<file path="config.mk">
export PLATFORM = sky130hd
export DESIGN_NAME = dcache_miss_ctrl
export DESIGN_NICKNAME = d
export VERILOG_FILES = /design/src/rtl/dcache_miss_ctrl.sv
export SDC_FILE = /design/constraint.sdc
export NUM_CORES = 1
export LEC_CHECK = 0
export ABC_AREA = 1
export CORE_ASPECT_RATIO = 0.75
export CORE_UTILIZATION = 38
export DETAILED_ROUTE_END_ITERATION = 10
export HOLD_SLACK_MARGIN = 0.1
export PLACE_DENSITY = 0.86
export SLEW_MARGIN = 10
export SYNTH_ARGS = -nofsm -noshare
export SYNTH_HDL_FRONTEND = slang
export SYNTH_SLANG_ARGS = --single-unit
</file>
<file path="constraint.sdc">
create_clock -name clk_i -period 3.5 [get_ports clk_i]
set_clock_uncertainty 0.2 [all_clocks]
set_input_delay 0.525 -clock clk_i [delete_from_list [all_inputs] [get_ports clk_i]]
set_output_delay 0.525 -clock clk_i [all_outputs]
set_load 0.01 [all_outputs]
</file>
<file path="src/rtl/dcache_miss_ctrl.sv">
// dcache_miss_ctrl: per-access control FSM for a 2-way, 32-set write-back D-cache.
//
// Takes the tag-compare result and the LRU victim select. Drives the LRU update
// strobes, and runs the dirty-victim writeback and the line refill on a word-beat
// memory port.
//
// Ports:
//   clk_i, rst_i              clock, synchronous active-high reset
//   req_*_i, busy_o,
//   resp_done_o               CPU-side request and completion
//   hit*/tag*/dirty*_i        tag-array compare results for the set at lru_index_o
//   way_sel_i                 LRU victim select
//   lru_*_o                   LRU index, hit way and update/change strobes
//   mem_*                     word-beat memory interface
//   beat_o, fill_we_o,
//   tag_we_o, dirty_set_o,
//   acc_way_o                 data/tag array write controls
//
// Optional build macro DCACHE_PERF_CNT_EN adds hit_cnt_o / miss_cnt_o counters.
module dcache_miss_ctrl #(
  parameter int unsigned LINE_WORDS = 4,
  parameter int unsigned INDEX_W    = 5,
  parameter int unsigned OFFSET_W   = 4,
  parameter int unsigned TAG_W      = 23,
  localparam int unsigned BeatW     = $clog2(LINE_WORDS)
) (
  input  logic               clk_i,
  input  logic               rst_i,
  input  logic               req_valid_i,
  input  logic               req_we_i,
  input  logic [31:0]        req_addr_i,
  output logic               busy_o,
  output logic               resp_done_o,
  input  logic               hit1_i,
  input  logic               hit2_i,
  input  logic [TAG_W-1:0]   tag1_i,
  input  logic [TAG_W-1:0]   tag2_i,
  input  logic               dirty1_i,
  input  logic               dirty2_i,
  input  logic               way_sel_i,
  output logic [INDEX_W-1:0] lru_index_o,
  output logic               lru_hit1_o,
  output logic               lru_hit2_o,
  output logic               lru_update_o,
  output logic               lru_change_o,
  output logic               mem_req_o,
  output logic               mem_we_o,
  output logic [31:0]        mem_addr_o,
  input  logic               mem_ack_i,
  output logic [BeatW-1:0]   beat_o,
  output logic               fill_we_o,
  output logic               tag_we_o,
  output logic               dirty_set_o,
  output logic               acc_way_o
`ifdef DCACHE_PERF_CNT_EN
  ,
  output logic [31:0]        hit_cnt_o,
  output logic [31:0]        miss_cnt_o
`endif
);

  typedef enum logic [2:0] {StIdle, StLookup, StWb, StRefill, StDone} state_e;

  state_e             state_q, state_d;
  logic [BeatW-1:0]   beat_q, beat_d;
  logic               victim_q, victim_d;
  logic [TAG_W-1:0]   req_tag_q;
  logic [INDEX_W-1:0] req_idx_q;
  logic               req_we_q;

  logic any_hit;
  logic last_beat;
  logic last_fill;

  assign any_hit   = hit1_i | hit2_i;
  assign last_beat = (beat_q == BeatW'(LINE_WORDS - 1));
  assign last_fill = (state_q == StRefill) && mem_ack_i && last_beat;

  always_ff @(posedge clk_i) begin
    if (rst_i) begin
      state_q   <= StIdle;
      beat_q    <= '0;
      victim_q  <= 1'b0;
      req_tag_q <= '0;
      req_idx_q <= '0;
      req_we_q  <= 1'b0;
    end else begin
      state_q  <= state_d;
      beat_q   <= beat_d;
      victim_q <= victim_d;
      if (state_q == StIdle && req_valid_i) begin
        req_tag_q <= req_addr_i[31 -: TAG_W];
        req_idx_q <= req_addr_i[OFFSET_W +: INDEX_W];
        req_we_q  <= req_we_i;
      end
    end
  end

  always_comb begin
    state_d      = state_q;
    beat_d       = beat_q;
    victim_d     = victim_q;
    busy_o       = (state_q != StIdle);
    resp_done_o  = 1'b0;
    lru_index_o  = req_idx_q;
    lru_hit1_o   = 1'b0;
    lru_hit2_o   = 1'b0;
    lru_update_o = 1'b0;
    lru_change_o = 1'b0;
    mem_req_o    = 1'b0;
    mem_we_o     = 1'b0;
    mem_addr_o   = '0;
    beat_o       = beat_q;
    fill_we_o    = 1'b0;
    tag_we_o     = 1'b0;
    dirty_set_o  = 1'b0;
    acc_way_o    = 1'b0;

    unique case (state_q)
      StIdle: begin
        if (req_valid_i) state_d = StLookup;
      end
      StLookup: begin
        if (any_hit) begin
          // Both ways matching means corrupt tags; resolve to way 0.
          lru_update_o = 1'b1;
          lru_hit1_o   = hit1_i;
          lru_hit2_o   = hit2_i & ~hit1_i;
          acc_way_o    = ~hit1_i;
          dirty_set_o  = req_we_q;
          state_d      = StDone;
        end else begin
          victim_d = way_sel_i;
          beat_d   = '0;
          state_d  = (way_sel_i ? dirty2_i : dirty1_i) ? StWb : StRefill;
        end
      end
      StWb: begin
        mem_req_o  = 1'b1;
        mem_we_o   = 1'b1;
        acc_way_o  = victim_q;
        mem_addr_o = {(victim_q ? tag2_i : tag1_i), req_idx_q, beat_q, 2'b00};
        if (mem_ack_i) begin
          beat_d = beat_q + BeatW'(1);
          if (last_beat) begin
            beat_d  = '0;
            state_d = StRefill;
          end
        end
      end
      StRefill: begin
        mem_req_o  = 1'b1;
        acc_way_o  = victim_q;
        mem_addr_o = {req_tag_q, req_idx_q, beat_q, 2'b00};
        if (mem_ack_i) begin
          fill_we_o = 1'b1;
          beat_d    = beat_q + BeatW'(1);
          if (last_beat) begin
            // Install the line; the repeated lookup then hits and ages the LRU.
            tag_we_o     = 1'b1;
            lru_change_o = 1'b1;
            beat_d       = '0;
            state_d      = StLookup;
          end
        end
      end
      StDone: begin
        resp_done_o = 1'b1;
        state_d     = StIdle;
      end
      default: state_d = StIdle;
    endcase
  end

`ifdef DCACHE_PERF_CNT_EN
  // The lookup right after a refill always hits; it is the tail of a miss.
  logic        refill_q;
  logic [31:0] hit_cnt_q, miss_cnt_q;

  always_ff @(posedge clk_i) begin
    if (rst_i) begin
      refill_q   <= 1'b0;
      hit_cnt_q  <= '0;
      miss_cnt_q <= '0;
    end else begin
      refill_q <= last_fill;
      if (state_q == StLookup) begin
        if (any_hit && !refill_q) hit_cnt_q <= hit_cnt_q + 32'd1;
        if (!any_hit) miss_cnt_q <= miss_cnt_q + 32'd1;
      end
    end
  end

  assign hit_cnt_o  = hit_cnt_q;
  assign miss_cnt_o = miss_cnt_q;
`else
  // Counters are not built; last_fill only feeds them.
  logic unused_last_fill;
  assign unused_last_fill = last_fill;
`endif

endmodule
</file>
==> metrics.txt, run 1 <==
# TYPE chip_impl_metric gauge
chip_impl_metric{name="worst_ep_required_time",unit="ps"} 2770
chip_impl_metric{name="start_util",unit="%"} 39.8
chip_impl_metric{name="wire_per_inst",unit="um"} 13.1
chip_impl_metric{name="synthesis.yosys.warnings",unit=""} 0
chip_impl_metric{name="ys_seq_area_share",unit="%"} 35.5
chip_impl_info{name="min_from",value="req_tag_q[14]"} 1
chip_impl_metric{name="worstMarginPinSlew",unit="ps"} 858
chip_impl_info{name="status",value="complete, no violations"} 1
chip_impl_metric{name="drcViolationCount",unit=""} 0
chip_impl_metric{name="setup_violations",unit=""} 0
chip_impl_metric{name="floorplan.die_area",unit="sq um"} 5480
chip_impl_metric{name="globalplace.congestion",unit=""} 0.826
chip_impl_metric{name="first_global_vias",unit=""} 2161
chip_impl_metric{name="clk_buf_depth",unit=""} 2
chip_impl_metric{name="cts_resized",unit=""} 0
chip_impl_metric{name="depth_of_the_cts_h_tree",unit=""} 2
chip_impl_metric{name="min_path_cells",unit=""} 2
chip_impl_metric{name="synthDistinctLibCells",unit=""} 25
chip_impl_metric{name="slew_headroom",unit="%"} 42.7
chip_impl_metric{name="route.vias.total",unit=""} 2315
chip_impl_metric{name="max_freq",unit="MHz"} 320
chip_impl_metric{name="grt.overflow.total",unit=""} 0
chip_impl_metric{name="n_antenna_cell",unit=""} 0
chip_impl_metric{name="seqCellArea",unit="sq um"} 701
chip_impl_metric{name="detail-route-antenna-nets",unit=""} 0
chip_impl_metric{name="clock_sinks",unit=""} 35
chip_impl_info{name="most_common_library_cell_in_the_layout_ignoring_fill_and_taps",value="clkdlybuf4s50_1"} 1
chip_impl_info{name="worst_setup_path_start_kind",value="flip-flop"} 1
chip_impl_metric{name="numPortBuffers",unit=""} 132
chip_impl_metric{name="grt_pass1_wl",unit="um"} 9960
chip_impl_metric{name="drv_slew",unit=""} 0
chip_impl_info{name="setup.worst_path.end_class",value="output pin"} 1
chip_impl_metric{name="finalNetCount",unit=""} 498
chip_impl_metric{name="antenna_violations_before_repair",unit=""} 0
chip_impl_info{name="setup.worst_path.class",value="flip-flop to output pin"} 1
chip_impl_info{name="reg2reg_to",value="req_tag_q[16]"} 1
chip_impl_metric{name="gr-usage-all-layers",unit="%"} 22.8
chip_impl_metric{name="finalWorstPathRequiredPeriod",unit="ps"} 3130
chip_impl_metric{name="first_pass_iteration_count_of_the_detailed_router",unit=""} 4
chip_impl_metric{name="fraction_of_final_layout_cells_sized_beyond_drive_strength_1",unit="%"} 9.76
chip_impl_metric{name="cts.reportedPaths.clkPinSlew",unit="ps"} 70
chip_impl_metric{name="num-fill-cells",unit=""} 457
chip_impl_metric{name="wirelength",unit="um"} 6140
chip_impl_info{name="min_to",value="req_tag_q[14]"} 1
chip_impl_metric{name="area_growth_syn_to_layout",unit="%"} 70.1
chip_impl_metric{name="placement_rows",unit=""} 22
chip_impl_metric{name="synth-seq-cells",unit=""} 35
chip_impl_metric{name="worst_skew_pair.late_latency",unit="ps"} 270
chip_impl_metric{name="dp.cells",unit=""} 462
chip_impl_metric{name="die_height",unit="um"} 64.4
chip_impl_metric{name="power_leakage",unit="nW"} 1.26
chip_impl_info{name="unrepaired_setup_endpoints_after_global_routing",value="false"} 1
chip_impl_info{name="ys_top_cells_by_area",value="dfxtp_1, o21ai_0, a21oi_1, inv_1, o22ai_1"} 1
chip_impl_info{name="holdCritPathClass",value="flip-flop to flip-flop"} 1
chip_impl_metric{name="worst-r2r-setup-slack",unit="ps"} 1560
chip_impl_metric{name="syn_area",unit="sq um"} 1970
chip_impl_metric{name="synth_top_area_share",unit="%"} 35.5
chip_impl_metric{name="finalHoldViolCount",unit=""} 0
chip_impl_metric{name="final_cells",unit=""} 470
chip_impl_metric{name="cts_post_setup_buffers_inserted",unit=""} 0
chip_impl_metric{name="post_cts_hold_buffer_count",unit=""} 0
chip_impl_metric{name="postLayoutCellArea",unit="sq um"} 3350
chip_impl_info{name="ctsRootBufferMaster",value="clkbuf_8"} 1
chip_impl_info{name="synth_area_leader_cell",value="dfxtp_1"} 1
chip_impl_metric{name="sum_of_internal_switching_and_leakage_power",unit="W"} 0.00132
chip_impl_metric{name="place_hpwl",unit="um"} 4390
chip_impl_metric{name="io_pins",unit=""} 139
chip_impl_info{name="tritoncts",value="yes"} 1
chip_impl_metric{name="post_detailed_placement_cell_area",unit="sq um"} 3270
chip_impl_metric{name="drt_iter0_markers",unit=""} 78
chip_impl_metric{name="die_width",unit="um"} 85.2
chip_impl_metric{name="timing.critical_path.fanout_max",unit=""} 25
chip_impl_metric{name="synthesis.area_per_instance",unit="sq um"} 6.85
chip_impl_info{name="worst_r2r_src",value="state_q[2]"} 1
chip_impl_metric{name="multi_input_area",unit="sq um"} 997
chip_impl_metric{name="core-area",unit="sq um"} 4950
chip_impl_metric{name="setup_tns",unit="ps"} 0
chip_impl_metric{name="timing.reg2reg.worst_path_depth",unit=""} 5
chip_impl_metric{name="power.ir.vdd_worst",unit="V"} 0.000222
chip_impl_metric{name="power.density",unit="nW/um^2"} 392
chip_impl_metric{name="min_period_over_period",unit="%"} 89.4
chip_impl_metric{name="arrival",unit="ps"} 2400
chip_impl_metric{name="worst_case_hold_slack",unit="ps"} 257
chip_impl_info{name="mostFrequentLayoutCells",value="clkdlybuf4s50_1, o21ai_0, inv_1"} 1
chip_impl_metric{name="syn_inst",unit=""} 288
chip_impl_metric{name="viasPerCell",unit=""} 4.93
chip_impl_metric{name="cap_violations",unit=""} 0
chip_impl_metric{name="cts-buffers-inserted",unit=""} 5
chip_impl_metric{name="largest_net_degree_at_the_start_of_global_routing",unit=""} 39
==> cell usage after synthesis <==
master and number:
nor2_1 24, nor3_1 1, conb_1 1, nand3b_1 2, nand2_2 2, dfxtp_1 35
nand2_1 13, buf_2 8, or2_2 23, buf_4 3, a21oi_1 31, o211ai_1 1
ha_1 1, nand3_2 1, o22ai_1 24, o21ai_0 55, nand2_4 1, nor2_2 2
inv_2 1, clkinv_2 1, nand3_1 6, buf_6 2, clkbuf_1 8, inv_1 41
nor3_2 1
==> logic make-up (layout without fill, tap and decap cells) <==
kind of cell | after synthesis | after routing | share of synthesized area [%]
fa+ha+maj | 1 | 1 | 0.634
other cells | 1 | 2 | 0.190
flops | 35 | 35 | 35.5
compound gates | 111 | 111 | 29.8
simple gates | 76 | 76 | 19.7
buf+inv | 64 | 185 | 14.1
==> metal layers <==
metal	track usage, %	routed length [um]	vias up
met4	3.81	18	0
met5	0	0	-
met2	40.1	2980	71
met3	5.30	343	2
met1	28.8	2790	1050
li1	-	-	1192
==> how the worst max path moves through the flow <==
stage / slack, ps / cells past startpoint / endpoint / start
floorplan: 1470 / 6 / tag_we_o / state_q[1]
global placement: 720 / 6 / mem_addr_o[15] / state_q[2]
detailed placement: 690 / 6 / mem_addr_o[26] / state_q[2]
CTS: 370 / 6 / mem_addr_o[9] / state_q[2]
global route: 190 / 6 / mem_addr_o[9] / state_q[2]
finish: 370 / 6 / mem_addr_o[9] / state_q[2]
==> metrics by stage <==
stage / setup WS, ps / util (%)
6_report: 372 / 67.7
3_3_place_gp: 725 / 66.0
2_1_floorplan: 1470 / -
5_1_grt: 187 / 67.7
3_5_place_dp: 686 / 66.0
4_1_cts: 371 / 67.7
==> flip-flops by register name, indices dropped and copies added (netlist names) <==
signal and count:
req_tag_q 23, state_q 3, beat_o 2, lru_index_o 5, req_we_q 1, victim_q 1
==> report_power, final <==
part,switching (W),internal [W],leakage (nW)
registers,0.0000350,0.000473,0.289
clock network,0.000132,0.000140,0.0422
logic,0.000268,0.000268,0.930
total,0.000435,0.000880,1.26
==> worst max-delay path, cell delays in order (launching register included) <==
cell	delay (ps)
dfxtp_1	310
inv_1	270
nand2_4	170
clkinv_2	140
nand2_2	310
o22ai_1	320
clkdlybuf4s50_1	600
==> area by class of cell <==
cell class	count	share of cell area [%]
inverters	43	4.85
repair buffers	134	39.9
well taps	60	2.24
clock inverters	1	0.149
flip-flops and latches	35	20.9
clock buffers	7	2.28
multi-input cells	190	29.7
Note: power is estimated with default switching activity, not from simulation.
==> run 2, diff against run 1 <==
--- a/config.mk
+++ b/config.mk
@@ -7,10 +7,11 @@
 export LEC_CHECK = 0
 export ABC_AREA = 1
 export CORE_ASPECT_RATIO = 0.75
-export CORE_UTILIZATION = 38
+export CORE_UTILIZATION = 39
+export CTS_BUF_LIST = sky130_fd_sc_hd__clkbuf_4
 export DETAILED_ROUTE_END_ITERATION = 10
 export HOLD_SLACK_MARGIN = 0.1
-export PLACE_DENSITY = 0.86
+export PLACE_DENSITY = 0.88
 export SLEW_MARGIN = 10
 export SYNTH_ARGS = -nofsm -noshare
 export SYNTH_HDL_FRONTEND = slang
==> run 2 against run 1 <==
Compared with the run above: the flow now finishes with violations (DRC); sequential share of layout area is 0.27 points higher; critical endpoint is now mem_addr_o[22]; routed wire length is 0.23% higher; clock power is 27% lower; critical path type unchanged; final cell count is 0.43% lower; maximum frequency is 1.0% lower; critical path depth stayed put.
==> metrics.txt, run 2 (synthesized netlist as in run 1, its figures left out) <==
# TYPE chip_impl_metric gauge
chip_impl_metric{name="cts_post_setup_buffers_inserted",unit=""} 0
chip_impl_metric{name="timing.critical_path.fanout_max",unit=""} 25
chip_impl_metric{name="wirelength",unit="um"} 6150
chip_impl_metric{name="power.ir.vdd_worst",unit="V"} 0.000185
chip_impl_metric{name="numPortBuffers",unit=""} 132
chip_impl_metric{name="antenna_violations_before_repair",unit=""} 0
chip_impl_metric{name="critical-path-max-stage-delay",unit="ps"} 580
chip_impl_metric{name="sum_of_internal_switching_and_leakage_power",unit="W"} 0.00124
chip_impl_metric{name="viasPerCell",unit=""} 4.96
chip_impl_metric{name="drv_slew",unit=""} 0
chip_impl_metric{name="floorplan.die_area",unit="sq um"} 5350
chip_impl_metric{name="slew_headroom",unit="%"} 36.2
chip_impl_metric{name="clock_sinks",unit=""} 35
chip_impl_metric{name="largest_net_degree_at_the_start_of_global_routing",unit=""} 59
chip_impl_metric{name="crit_buf_inv",unit=""} 3
chip_impl_metric{name="num-fill-cells",unit=""} 419
chip_impl_metric{name="post_detailed_placement_cell_area",unit="sq um"} 3260
chip_impl_metric{name="n_antenna_cell",unit=""} 0
chip_impl_metric{name="arrival",unit="ps"} 2440
chip_impl_info{name="failed_checks",value="DRC"} 1
chip_impl_metric{name="gr-usage-all-layers",unit="%"} 23.5
chip_impl_metric{name="drcViolationCount",unit=""} 10
chip_impl_info{name="ctsRootBufferMaster",value="clkbuf_4"} 1
chip_impl_metric{name="start_util",unit="%"} 40.5
chip_impl_metric{name="clk_buf_depth",unit=""} 2
chip_impl_metric{name="min_period_over_period",unit="%"} 90.3
chip_impl_metric{name="cts-buffers-inserted",unit=""} 5
chip_impl_metric{name="first_pass_iteration_count_of_the_detailed_router",unit=""} 8
chip_impl_metric{name="power.density",unit="nW/um^2"} 374
chip_impl_metric{name="detail-route-antenna-nets",unit=""} 0
chip_impl_metric{name="placement_rows",unit=""} 22
chip_impl_info{name="setup.worst_path.class",value="flip-flop to output pin"} 1
chip_impl_metric{name="globalplace.congestion",unit=""} 0.808
chip_impl_metric{name="die_height",unit="um"} 63.6
chip_impl_metric{name="core-area",unit="sq um"} 4870
chip_impl_info{name="mostFrequentLayoutCells",value="clkdlybuf4s50_1, o21ai_0, inv_1"} 1
chip_impl_metric{name="cap_violations",unit=""} 0
chip_impl_metric{name="first_global_vias",unit=""} 2247
chip_impl_metric{name="setup_violations",unit=""} 0
chip_impl_metric{name="finalHoldViolCount",unit=""} 0
chip_impl_metric{name="post_cts_hold_buffer_count",unit=""} 0
chip_impl_metric{name="grt_pass1_wl",unit="um"} 10100
chip_impl_info{name="most_common_library_cell_in_the_layout_ignoring_fill_and_taps",value="clkdlybuf4s50_1"} 1
chip_impl_metric{name="setup_tns",unit="ps"} 0
chip_impl_metric{name="die_width",unit="um"} 84.1
chip_impl_info{name="regMostFlops",value="req_tag_q"} 1
chip_impl_metric{name="drt_iter0_markers",unit=""} 111
chip_impl_metric{name="route.vias.total",unit=""} 2319
chip_impl_metric{name="grt.overflow.total",unit=""} 0
chip_impl_metric{name="largest_register_ff_count",unit=""} 23
chip_impl_info{name="worstPathCellList",value="inv_1, nand2_4, clkinv_2, nand2_2, o22ai_1, clkdlybuf4s50_1"} 1
chip_impl_metric{name="finish.utilization",unit="%"} 68.0
chip_impl_metric{name="worst_skew_pair.late_latency",unit="ps"} 320
chip_impl_metric{name="cts_resized",unit=""} 0
chip_impl_info{name="holdCritPathClass",value="flip-flop to flip-flop"} 1
chip_impl_info{name="critical-path-slowest-cell",value="clkdlybuf4s50_1"} 1
chip_impl_metric{name="cts.reportedPaths.clkPinSlew",unit="ps"} 110
chip_impl_metric{name="area_growth_syn_to_layout",unit="%"} 67.9
chip_impl_metric{name="max_freq",unit="MHz"} 316
chip_impl_metric{name="wire_per_inst",unit="um"} 13.1
chip_impl_info{name="unrepaired_setup_endpoints_after_global_routing",value="false"} 1
chip_impl_metric{name="power_leakage",unit="nW"} 1.24
chip_impl_info{name="setup.worst_path.end_class",value="output pin"} 1
chip_impl_metric{name="finalNetCount",unit=""} 497
chip_impl_metric{name="finalWorstPathRequiredPeriod",unit="ps"} 3160
chip_impl_metric{name="fraction_of_final_layout_cells_sized_beyond_drive_strength_1",unit="%"} 9.56
chip_impl_info{name="status",value="complete, but fails checks"} 1
chip_impl_metric{name="io_pins",unit=""} 139
chip_impl_metric{name="depth_of_the_cts_h_tree",unit=""} 2
chip_impl_info{name="worst_setup_path_start_kind",value="flip-flop"} 1
chip_impl_metric{name="worst_ep_required_time",unit="ps"} 2770
chip_impl_info{name="gate_family_responsible_for_the_most_delay_along_the_worst_path",value="buffers and inverters"} 1
chip_impl_metric{name="worstMarginPinSlew",unit="ps"} 956
chip_impl_metric{name="postLayoutCellArea",unit="sq um"} 3310
chip_impl_info{name="tritoncts",value="yes"} 1
chip_impl_metric{name="place_hpwl",unit="um"} 4470
## run 2: changes by cell type in the layout (fill, tap and decap cells not counted)
cell,before,now
clkbuf_4,0,5
buf_4,2,1
clkbuf_1,2,0
clkinv_1,0,1
clkbuf_8,5,0
## run 2: through the flow
| step | hold slack, ps | worst slack, ps | cells |
|---|---|---|---|
| after CTS | 263 | 338 | 468 |
| after floorplan | 229 | 1470 | 289 |
| final | 261 | 339 | 468 |
| after global placement | 244 | 743 | 461 |
| after detailed placement | 244 | 715 | 461 |
| after global routing | 281 | 147 | 468 |
## run 2: final timing paths
| kind | startpoint | to | slack (ps) | cells after the start |
|---|---|---|---|---|
| worst max-delay path | state_q[2] | mem_addr_o[22] | 340 | 6 |
| worst min-delay path | req_tag_q[19] | req_tag_q[19] | 260 | 2 |
| worst max register to register | state_q[2] | req_tag_q[5] | 1170 | 4 |
| worst min register to register | req_tag_q[19] | req_tag_q[19] | 260 | 2 |
## run 2: tightest hold or removal path, cell delays in order, from the launching register on
cell and delay [ps]:
dfxtp_1 310, inv_1 60, a21oi_1 50
## run 2: power breakdown
group | switching (W) | total, W | internal [W]
clock network | 0.000127 | 0.000198 | 0.0000712
logic | 0.000269 | 0.000534 | 0.000265
registers | 0.0000351 | 0.000508 | 0.000473
total | 0.000431 | 0.00124 | 0.000809
## run 2: cell type report
cell class                      instances  area, sq um  share of cell area (%)
Clock buffer                            5         37.5                    1.13
Clock inverter                          2         8.76                   0.265
Multi-Input combinational cell        190          997                    30.1
Sequential cell                        35          701                    21.2
Timing Repair Buffer                  133         1330                    40.1
Inverter                               43          163                    4.91
Tap cell                               60         75.1                    2.27
## run 2: metal layers
metal,track usage (%),routed length [um],vias to the layer above
met5,0,0,-
met4,3.66,28,0
met3,5.50,403,4
met2,43.4,2990,88
met1,28.3,2730,1037
li1,-,-,1190
